### config.mk
export PLATFORM = sky130hd
export DESIGN_NAME = zba_pipe_unit
export DESIGN_NICKNAME = d
export VERILOG_FILES = /design/src/rtl/zba_pkg.sv /design/src/rtl/zba_pipe_stage.sv /design/src/rtl/zba_pipe_unit.sv
export SDC_FILE = /design/constraint.sdc
export NUM_CORES = 1
export LEC_CHECK = 0
export ABC_AREA = 0
export CAP_MARGIN = 20
export CELL_PAD_IN_SITES_DETAIL_PLACEMENT = 1
export CELL_PAD_IN_SITES_GLOBAL_PLACEMENT = 1
export CORE_UTILIZATION = 35
export CTS_CLUSTER_SIZE = 10
export DETAILED_ROUTE_END_ITERATION = 8
export PLACE_DENSITY_LB_ADDON = 0.25
export SYNTH_ARGS = -nofsm -noshare
export SYNTH_HDL_FRONTEND = slang
export SYNTH_SLANG_ARGS = --single-unit
### constraint.sdc
create_clock -name clk -period 12.7 [get_ports clk]
set_input_delay 2.54 -clock clk [delete_from_list [all_inputs] [get_ports clk]]
set_output_delay 2.54 -clock clk [all_outputs]
set_load 0.005 [all_outputs]
### src/rtl/zba_pkg.sv
// Shared Zba encodings and request/response records for the address-generation unit.
package zba_pkg;

  localparam logic [2:0] F3_SH1ADD = 3'b010;
  localparam logic [2:0] F3_SH2ADD = 3'b100;
  localparam logic [2:0] F3_SH3ADD = 3'b110;
  localparam logic [2:0] F3_ADDUW  = 3'b000;
  localparam logic [2:0] F3_SLLIUW = 3'b001;

  // Records are sized for the widest configuration; narrower units use the low bits.
  localparam int ZBA_XLEN_MAX  = 64;
  localparam int ZBA_TAG_W_MAX = 8;

  typedef struct packed {
    logic [2:0]               funct3;
    logic                     uw;
    logic [5:0]               shamt;
    logic [ZBA_XLEN_MAX-1:0]  rs1;
    logic [ZBA_XLEN_MAX-1:0]  rs2;
    logic [ZBA_TAG_W_MAX-1:0] tag;
  } zba_req_t;

  typedef struct packed {
    logic [ZBA_XLEN_MAX-1:0]  result;
    logic [ZBA_TAG_W_MAX-1:0] tag;
    logic                     illegal;
  } zba_resp_t;

endpackage

### src/rtl/zba_pipe_stage.sv
// One elastic register slice: holds a word while downstream stalls, accepts when empty or draining.
module zba_pipe_stage
  import zba_pkg::*;
#(
  parameter int WIDTH = 8
) (
  input  logic             clk,
  input  logic             rst,
  input  logic             flush,
  input  logic             up_valid,
  output logic             up_ready,
  input  logic [WIDTH-1:0] up_data,
  output logic             dn_valid,
  input  logic             dn_ready,
  output logic [WIDTH-1:0] dn_data
);

  logic             vld_p0;
  logic [WIDTH-1:0] data_p0;

  // Advance when empty or when the downstream side takes the current word.
  assign up_ready = !vld_p0 || dn_ready;
  assign dn_valid = vld_p0;
  assign dn_data  = data_p0;

  // Stage boundary: flush kills the valid bit only, data keeps its last value.
  always_ff @(posedge clk) begin
    if (rst) begin
      vld_p0  <= 1'b0;
      data_p0 <= '0;
    end else if (flush) begin
      vld_p0  <= 1'b0;
    end else if (up_ready) begin
      vld_p0 <= up_valid;
      if (up_valid) begin
        data_p0 <= up_data;
      end
    end
  end

endmodule

### src/rtl/zba_pipe_unit.sv
// Pipelined Zba address generation: SHnADD, ADD.UW, SHnADD.UW, SLLI.UW with tag passthrough.
module zba_pipe_unit
  import zba_pkg::*;
#(
  parameter int XLEN      = 64,
  parameter int STAGES    = 2,
  parameter int TAG_W     = 5,
  parameter int ENABLE_UW = 1
) (
  input  logic             clk,
  input  logic             rst,
  input  logic             flush,
  input  logic             in_valid,
  output logic             in_ready,
  input  logic [2:0]       in_funct3,
  input  logic             in_uw,
  input  logic [5:0]       in_shamt,
  input  logic [XLEN-1:0]  in_rs1,
  input  logic [XLEN-1:0]  in_rs2,
  input  logic [TAG_W-1:0] in_tag,
  output logic             out_valid,
  input  logic             out_ready,
  output logic [XLEN-1:0]  out_result,
  output logic [TAG_W-1:0] out_tag,
  output logic             out_illegal
);

  // Word variants only exist on RV64.
  localparam bit UW_OK = (ENABLE_UW != 0) && (XLEN == 64);
  localparam int DW    = XLEN + TAG_W + 1;

  function automatic zba_resp_t zba_compute(input zba_req_t r);
    zba_resp_t             o;
    logic [ZBA_XLEN_MAX-1:0] a;
    logic                  ill;
    o   = '0;
    a   = r.uw ? {32'h0, r.rs1[31:0]} : r.rs1;
    ill = r.uw && !UW_OK;
    case (r.funct3)
      F3_SH1ADD: o.result = r.rs2 + (a << 1);
      F3_SH2ADD: o.result = r.rs2 + (a << 2);
      F3_SH3ADD: o.result = r.rs2 + (a << 3);
      F3_ADDUW: begin
        ill      = ill || !r.uw;
        o.result = r.rs2 + a;
      end
      F3_SLLIUW: begin
        ill      = ill || !r.uw || ((XLEN == 32) && r.shamt[5]);
        o.result = a << r.shamt;
      end
      default: ill = 1'b1;
    endcase
    if (ill) begin
      o.result = '0;
    end
    o.tag     = r.tag;
    o.illegal = ill;
    return o;
  endfunction

  zba_req_t  req_p0;
  zba_resp_t resp_p0;

  logic [STAGES:0]         vld_p;
  logic [STAGES:0]         rdy_p;
  logic [STAGES:0][DW-1:0] dat_p;

  // Stage 0 input: decode and compute straight from the issue operands.
  always_comb begin
    req_p0        = '0;
    req_p0.funct3 = in_funct3;
    req_p0.uw     = in_uw;
    req_p0.shamt  = in_shamt;
    req_p0.rs1    = ZBA_XLEN_MAX'(in_rs1);
    req_p0.rs2    = ZBA_XLEN_MAX'(in_rs2);
    req_p0.tag    = ZBA_TAG_W_MAX'(in_tag);
    resp_p0       = zba_compute(req_p0);
  end

  assign vld_p[0]      = in_valid;
  assign dat_p[0]      = {resp_p0.illegal, resp_p0.tag[TAG_W-1:0], resp_p0.result[XLEN-1:0]};
  assign rdy_p[STAGES] = out_ready;
  assign in_ready      = rdy_p[0] && !rst && !flush;

  for (genvar g = 0; g < STAGES; g++) begin : g_stage
    zba_pipe_stage #(.WIDTH(DW)) u_stage (
      .clk      (clk),
      .rst      (rst),
      .flush    (flush),
      .up_valid (vld_p[g]),
      .up_ready (rdy_p[g]),
      .up_data  (dat_p[g]),
      .dn_valid (vld_p[g+1]),
      .dn_ready (rdy_p[g+1]),
      .dn_data  (dat_p[g+1])
    );
  end

  // Output stage: last slice drives the writeback side.
  assign out_valid   = vld_p[STAGES];
  assign out_result  = dat_p[STAGES][XLEN-1:0];
  assign out_tag     = dat_p[STAGES][XLEN +: TAG_W];
  assign out_illegal = dat_p[STAGES][DW-1];

endmodule

=== After elaboration in Yosys (flattened, before gate mapping) ===
Index checks and enable logic that the tools add are counted.

* Bits in registers: 142
* Input port bits: 148
* Output and inout port bits: 72

* $add $sub $neg: 4
* Equal/unequal tests: 4
* Shift operators: 1
* Multiplexer cells: 4
* Bitwise operators: 1
* Reductions and logical operators: 15

{| class="wikitable"
|+ Operators by type and width
! kind !! number
|-
| 64-bit case mux with 5 select lines || 1
|-
| 64-bit adder || 4
|-
| 64-bit two-way mux || 2
|-
| 64-bit by 6-bit left shift with 64-bit output || 1
|-
| 3-bit equality test, second input constant || 2
|-
| 3-bit AND reduction || 2
|-
| 1-bit logical NOT || 5
|-
| 2-bit OR reduction || 2
|-
| 3-bit by 1-bit equality test with 1-bit output, second input constant || 1
|-
| 3-bit by 2-bit equality test with 1-bit output, second input constant || 1
|-
| 3-bit logical NOT || 1
|-
| 3-bit OR reduction || 1
|-
| 1-bit logical AND || 2
|-
| 1-bit logical OR || 2
|-
| 1-bit case mux with 2 select lines || 1
|-
| 1-bit inverter || 1
|}

=== Logic depth before layout (Yosys ltp) ===
* Depth after elaboration: 5
* Mapped depth: 23
* Gate-level depth less buffers: 14

=== Cells and area by module ===
From an unflattened synthesis, not the netlist that was laid out.

* Cell total of the unflattened synthesis: 4194
* Area total of the unflattened synthesis: 29734.8 µm²

{| class="wikitable"
|+ By module, submodules not included
! module !! instances !! cells an instance !! area an instance (µm²)
|-
| zba_pipe_unit || 1 || 3576 || 23243.5
|-
| zba_pipe_stage || 2 || 309 || 3245.6
|}

=== Worst setup path before layout ===
OpenSTA, ideal clock, no wires.

* Path type: input to register
* Start point: in in_uw
* End point: reg g_stage[0].u_stage.data_p0[62]
* Setup time: 121 ps
* Data arrival time: 6561 ps
* Slack: 6018 ps
* Stages: 23
* Path buffers: 10
* Path through: buf_4 > buf_4 > buf_4 > buf_2 > buf_2 > buf_2 > buf_2 > buf_2 > clkbuf_1 > nor2b_1 > ha_1 > clkbuf_1 > nand4_1 > or2_2 > nor3_1 > nor2b_1 > o311a_1 > a211oi_1 > o211ai_1 > o21ai_0 > a221oi_1 > o2111a_1 > o22ai_1

* Word-level cells in the longest chain between the ends: 4

{| class="wikitable"
|+ Ends and longest elaborated chain
! element !! line !! RTL
|-
| start, declared || zba_pipe_unit.sv:16 || <nowiki>input logic in_uw,</nowiki>
|-
| 64-bit two-way mux || zba_pipe_unit.sv:37 || <nowiki>a = r.uw ? {32'h0, r.rs1[31:0]} : r.rs1;</nowiki>
|-
| 64-bit adder, or another cell as far along || zba_pipe_unit.sv:45 || <nowiki>o.result = r.rs2 + a;</nowiki>
|-
| 64-bit case mux with 5 select lines || zba_pipe_unit.sv:39 || <nowiki>case (r.funct3)</nowiki>
|-
| 64-bit two-way mux * || zba_pipe_unit.sv:53 || <nowiki>if (ill) begin</nowiki>
|-
| end signal, assigned || zba_pipe_stage.sv:36 || <nowiki>data_p0 <= up_data;</nowiki>
|-
| end, declared || zba_pipe_stage.sv:19 || <nowiki>logic [WIDTH-1:0] data_p0;</nowiki>
|}

Mark *: on every way between the ends. The rest lies on a longest branch, timed or not.
A chain may end at the register's enable or synchronous reset.

=== Final worst setup path ===
* Start point: in in_rs1[0]
* End point: reg g_stage[0].u_stage.data_p0[55]

* Word-level cells in the longest chain between the ends: 4

{| class="wikitable"
|+ Ends and longest elaborated chain
! element !! line !! RTL
|-
| start, declared || zba_pipe_unit.sv:18 || <nowiki>input logic [XLEN-1:0] in_rs1,</nowiki>
|-
| 64-bit two-way mux * || zba_pipe_unit.sv:37 ||
|-
| 64-bit adder, or another cell as far along || zba_pipe_unit.sv:45 ||
|-
| 64-bit case mux with 5 select lines * || zba_pipe_unit.sv:39 ||
|-
| 64-bit two-way mux * || zba_pipe_unit.sv:53 ||
|}

Marks and branches as above.

==> results.py <==
metrics = {
    "detailed_routing": {
        "drtIter0Drc": 4191,
        "drc_errors": 0,
        "ant_nets": 0,
        "vias_per_cell": 6.598,
        "totalWireLength_um": 150400,
        "wl_per_cell_um": 28.85,
        "dr.pass1.iters": 7,
        "routed-via-count": 34390,
    },
    "cts": {
        "post_cts_buffers": 0,
        "numCtsBuffers": 17,
        "cts_buffer_depth": 2,
        "cts_tree": "yes",
        "clkSinkCount": 142,
        "htreeDepth": 4,
        "cts-resized-gates": 0,
        "path_clk_slew_ns": 0.08,
        "cts-root-buf": "clkbuf_16",
        "clk_latency_ns": 0.47,
        "postCtsHoldBufs": 0,
    },
    "setup_path": {
        "worstPathArrival_ns": 7.61,
        "cp_max_fo": 7,
        "rr_worst_depth": 12,
        "r2r-start": "g_stage[1].u_stage.dn_valid",
        "worstSetupPathType": "in2reg",
        "ff2ff_setup_slack_ns": 9.31,
        "required_ns": 13.05,
        "start_kind": "input port",
        "end_kind": "flip-flop",
        "r2r-end": "g_stage[0].u_stage.dn_data[63]",
    },
    "cells_and_area": {
        "n_fill_cell": 10320,
        "area_delta_synth_final_pct": 9.581,
        "drive_gt1_frac": 0.06301,
        "multi_input_area_sq_um": 23910,
        "nets": 4463,
        "design_area_sq_um": 31770,
        "regArea_sq_um": 2843,
        "fin_cells": 5213,
    },
    "sta": {
        "worst_pin_slew_ns": 1.129,
        "setup_viol": 0,
        "finalSetupTns_ns": 0,
        "slew_headroom": 0.2445,
        "slew_violations": 0,
        "post-route-min-period_ns": 7.258,
        "max_freq_mhz": 137.8,
        "fin_crit_sh": 0.5715,
        "clock_skew_ns": 0.01767,
        "rsz0062_at_grt": "no",
        "hold_viol_final": 0,
    },
    "run": {
        "maxCapViolations": 0,
    },
    "power": {
        "peakVddDrop_uv": 99.11,
        "p_leak_uw": 0.01166,
        "power_density_nw_per_um2": 77.14,
        "fin_total_pwr_uw": 2451,
    },
    "yosys": {
        "async_flop_share": 0,
        "ys_warn_count": 0,
        "syn_nets": 4557,
        "synth_ff_type": "dfxtp_1",
        "ys_seq_area_frac": 0.09805,
        "synth_edf_count": 0,
        "synth-seq-cells": 142,
        "syn_area_per_cell_sq_um": 6.865,
        "synth_area_sq_um": 28990,
        "postSynthCellCount": 4223,
        "synth.distinct_cells": 96,
    },
    "die": {
        "rows": 105,
        "die_h_um": 289.8,
        "die_area_sq_um": 83990,
        "ios": 220,
        "core-area_sq_um": 81980,
        "start_util": 0.3537,
        "die_w_um": 289.8,
    },
    "hold_path": {
        "holdCritStartpoint": "g_stage[1].u_stage.dn_data[29]",
        "min_to": "g_stage[1].u_stage.dn_data[29]",
        "hold_depth": 2,
        "hp-class": "reg2reg",
    },
    "grt": {
        "antenna_found_initial": 3,
        "grt_pass1_wl_um": 219700,
        "grt-ovfl-total": 0,
        "grt_max_degree": 72,
        "grt_pass1_vias": 32320,
        "grt_usage": 0.3422,
    },
    "place": {
        "gp_congestion": 1.024,
        "place_inst": 5178,
        "dpl_cell_area_sq_um": 31100,
        "hpwl_um": 118400,
        "place.port_buffers": 219,
    },
    "run_status": {
        "status": "complete, no violations",
    },
}
worst max-delay path, stage by stage:
cell and delay, ns:
clkdlybuf4s50_1 0.70, ha_1 0.29, fa_1 0.25, a211oi_1 0.09, o21ai_0 0.42, o2111ai_1 0.37
nand2_1 0.23, a41oi_1 0.36, o31ai_2 0.86, a21oi_1 0.16, a21oi_1 0.46, mux2i_1 0.32
nor2_1 0.11, o41a_1 0.42
cell families after synthesis:
logic type | count (synthesis) | share of synthesized area
adder cells (fa/ha/maj) | 204 | 0.08756
flip-flops | 142 | 0.09805
multiplexers | 148 | 0.07190
AO/OA/AOI/OAI | 1556 | 0.3472
buffers and inverters | 491 | 0.07828
XOR/XNOR | 321 | 0.09697
AND/OR/NAND/NOR | 1361 | 0.2200
per-stage QoR:
stage               utilization  worst slack, ns  hold WS, ns
floorplan                     -            6.018       0.4227
global placement         0.3793            5.168       0.4344
detailed placement       0.3793            5.168       0.4475
CTS                      0.3871            5.642       0.4574
global route             0.3875            5.325       0.4685
finish                   0.3875            5.442       0.4548
power breakdown:
group          total, uW  switching (uW)  leakage [uW]  internal (uW)
clock network        579             258      0.000311            321
logic               1410             928        0.0102            484
registers            461            8.43       0.00115            452
total               2450            1190        0.0117           1260
how the worst max path moves through the flow:
stage	end	from	slack, ns
floorplan	g_stage[0].u_stage.dn_data[62]	in_uw	6.02
global placement	g_stage[0].u_stage.dn_data[55]	in_rs1[0]	5.17
detailed placement	g_stage[0].u_stage.dn_data[55]	in_rs1[0]	5.17
CTS	g_stage[0].u_stage.dn_data[55]	in_rs1[0]	5.64
global route	g_stage[0].u_stage.dn_data[62]	in_rs1[1]	5.32
finish	g_stage[0].u_stage.dn_data[55]	in_rs1[0]	5.44
cells in the final DEF (no fill, tap or decap), types with 51 or more instances in the layout:
cell,n
a21o_1,87
a21oi_1,505
a31oi_1,67
buf_4,68
clkdlybuf4s50_1,213
dfxtp_1,142
ha_1,182
inv_1,82
mux2i_1,80
nand2_1,574
nand2b_1,51
nand3_1,86
nor2_1,252
nor2b_1,76
nor3_1,81
o211ai_1,53
o21ai_0,263
o22ai_1,93
xnor2_1,207
xor2_1,114
cell type report:
cell class,count,area share
antenna,1,0.00007876
inverter,92,0.01087
multi-input combinational,3590,0.7524
clock buffer,17,0.01339
timing repair buffer,286,0.08479
clock inverter,15,0.006813
tap,1070,0.04214
sequential,142,0.08948
flip-flops by register name (all words and copies together), names as in the netlist:
signal                    count
g_stage.u_stage.dn_data     140
g_stage.u_stage.dn_valid      2
metal layers:
metal / routed length, um / part of all wire / global-route usage
met5: 27 / 0.00018 / 0
met1: 67450 / 0.45 / 0.4951
met4: 4872 / 0.032 / 0.1068
met2: 62740 / 0.42 / 0.5044
met3: 15290 / 0.10 / 0.06687
synth_stat cells, drive strengths merged, types with 35 or more instances:
| cell | count | share of area |
|---|---|---|
| o211ai | 53 | 0.014 |
| nand2 | 574 | 0.074 |
| a32oi | 37 | 0.011 |
| a21oi | 507 | 0.088 |
| nand4 | 47 | 0.010 |
| nand3 | 86 | 0.015 |
| dfxtp | 142 | 0.098 |
| a21o | 87 | 0.023 |
| a22oi | 41 | 0.011 |
| nor2b | 77 | 0.017 |
| a211oi | 49 | 0.013 |
| xnor2 | 207 | 0.063 |
| ha | 182 | 0.079 |
| o22ai | 93 | 0.020 |
| or2 | 35 | 0.0076 |
| nor3 | 81 | 0.014 |
| mux4 | 46 | 0.036 |
| nor2 | 255 | 0.033 |
| o21ai | 275 | 0.048 |
| mux2i | 80 | 0.028 |
| nand2b | 51 | 0.011 |
| buf | 205 | 0.041 |
| clkbuf | 194 | 0.025 |
| xor2 | 114 | 0.034 |
| a31oi | 67 | 0.014 |
| inv | 88 | 0.011 |
Power figures use the tool's default switching activity.
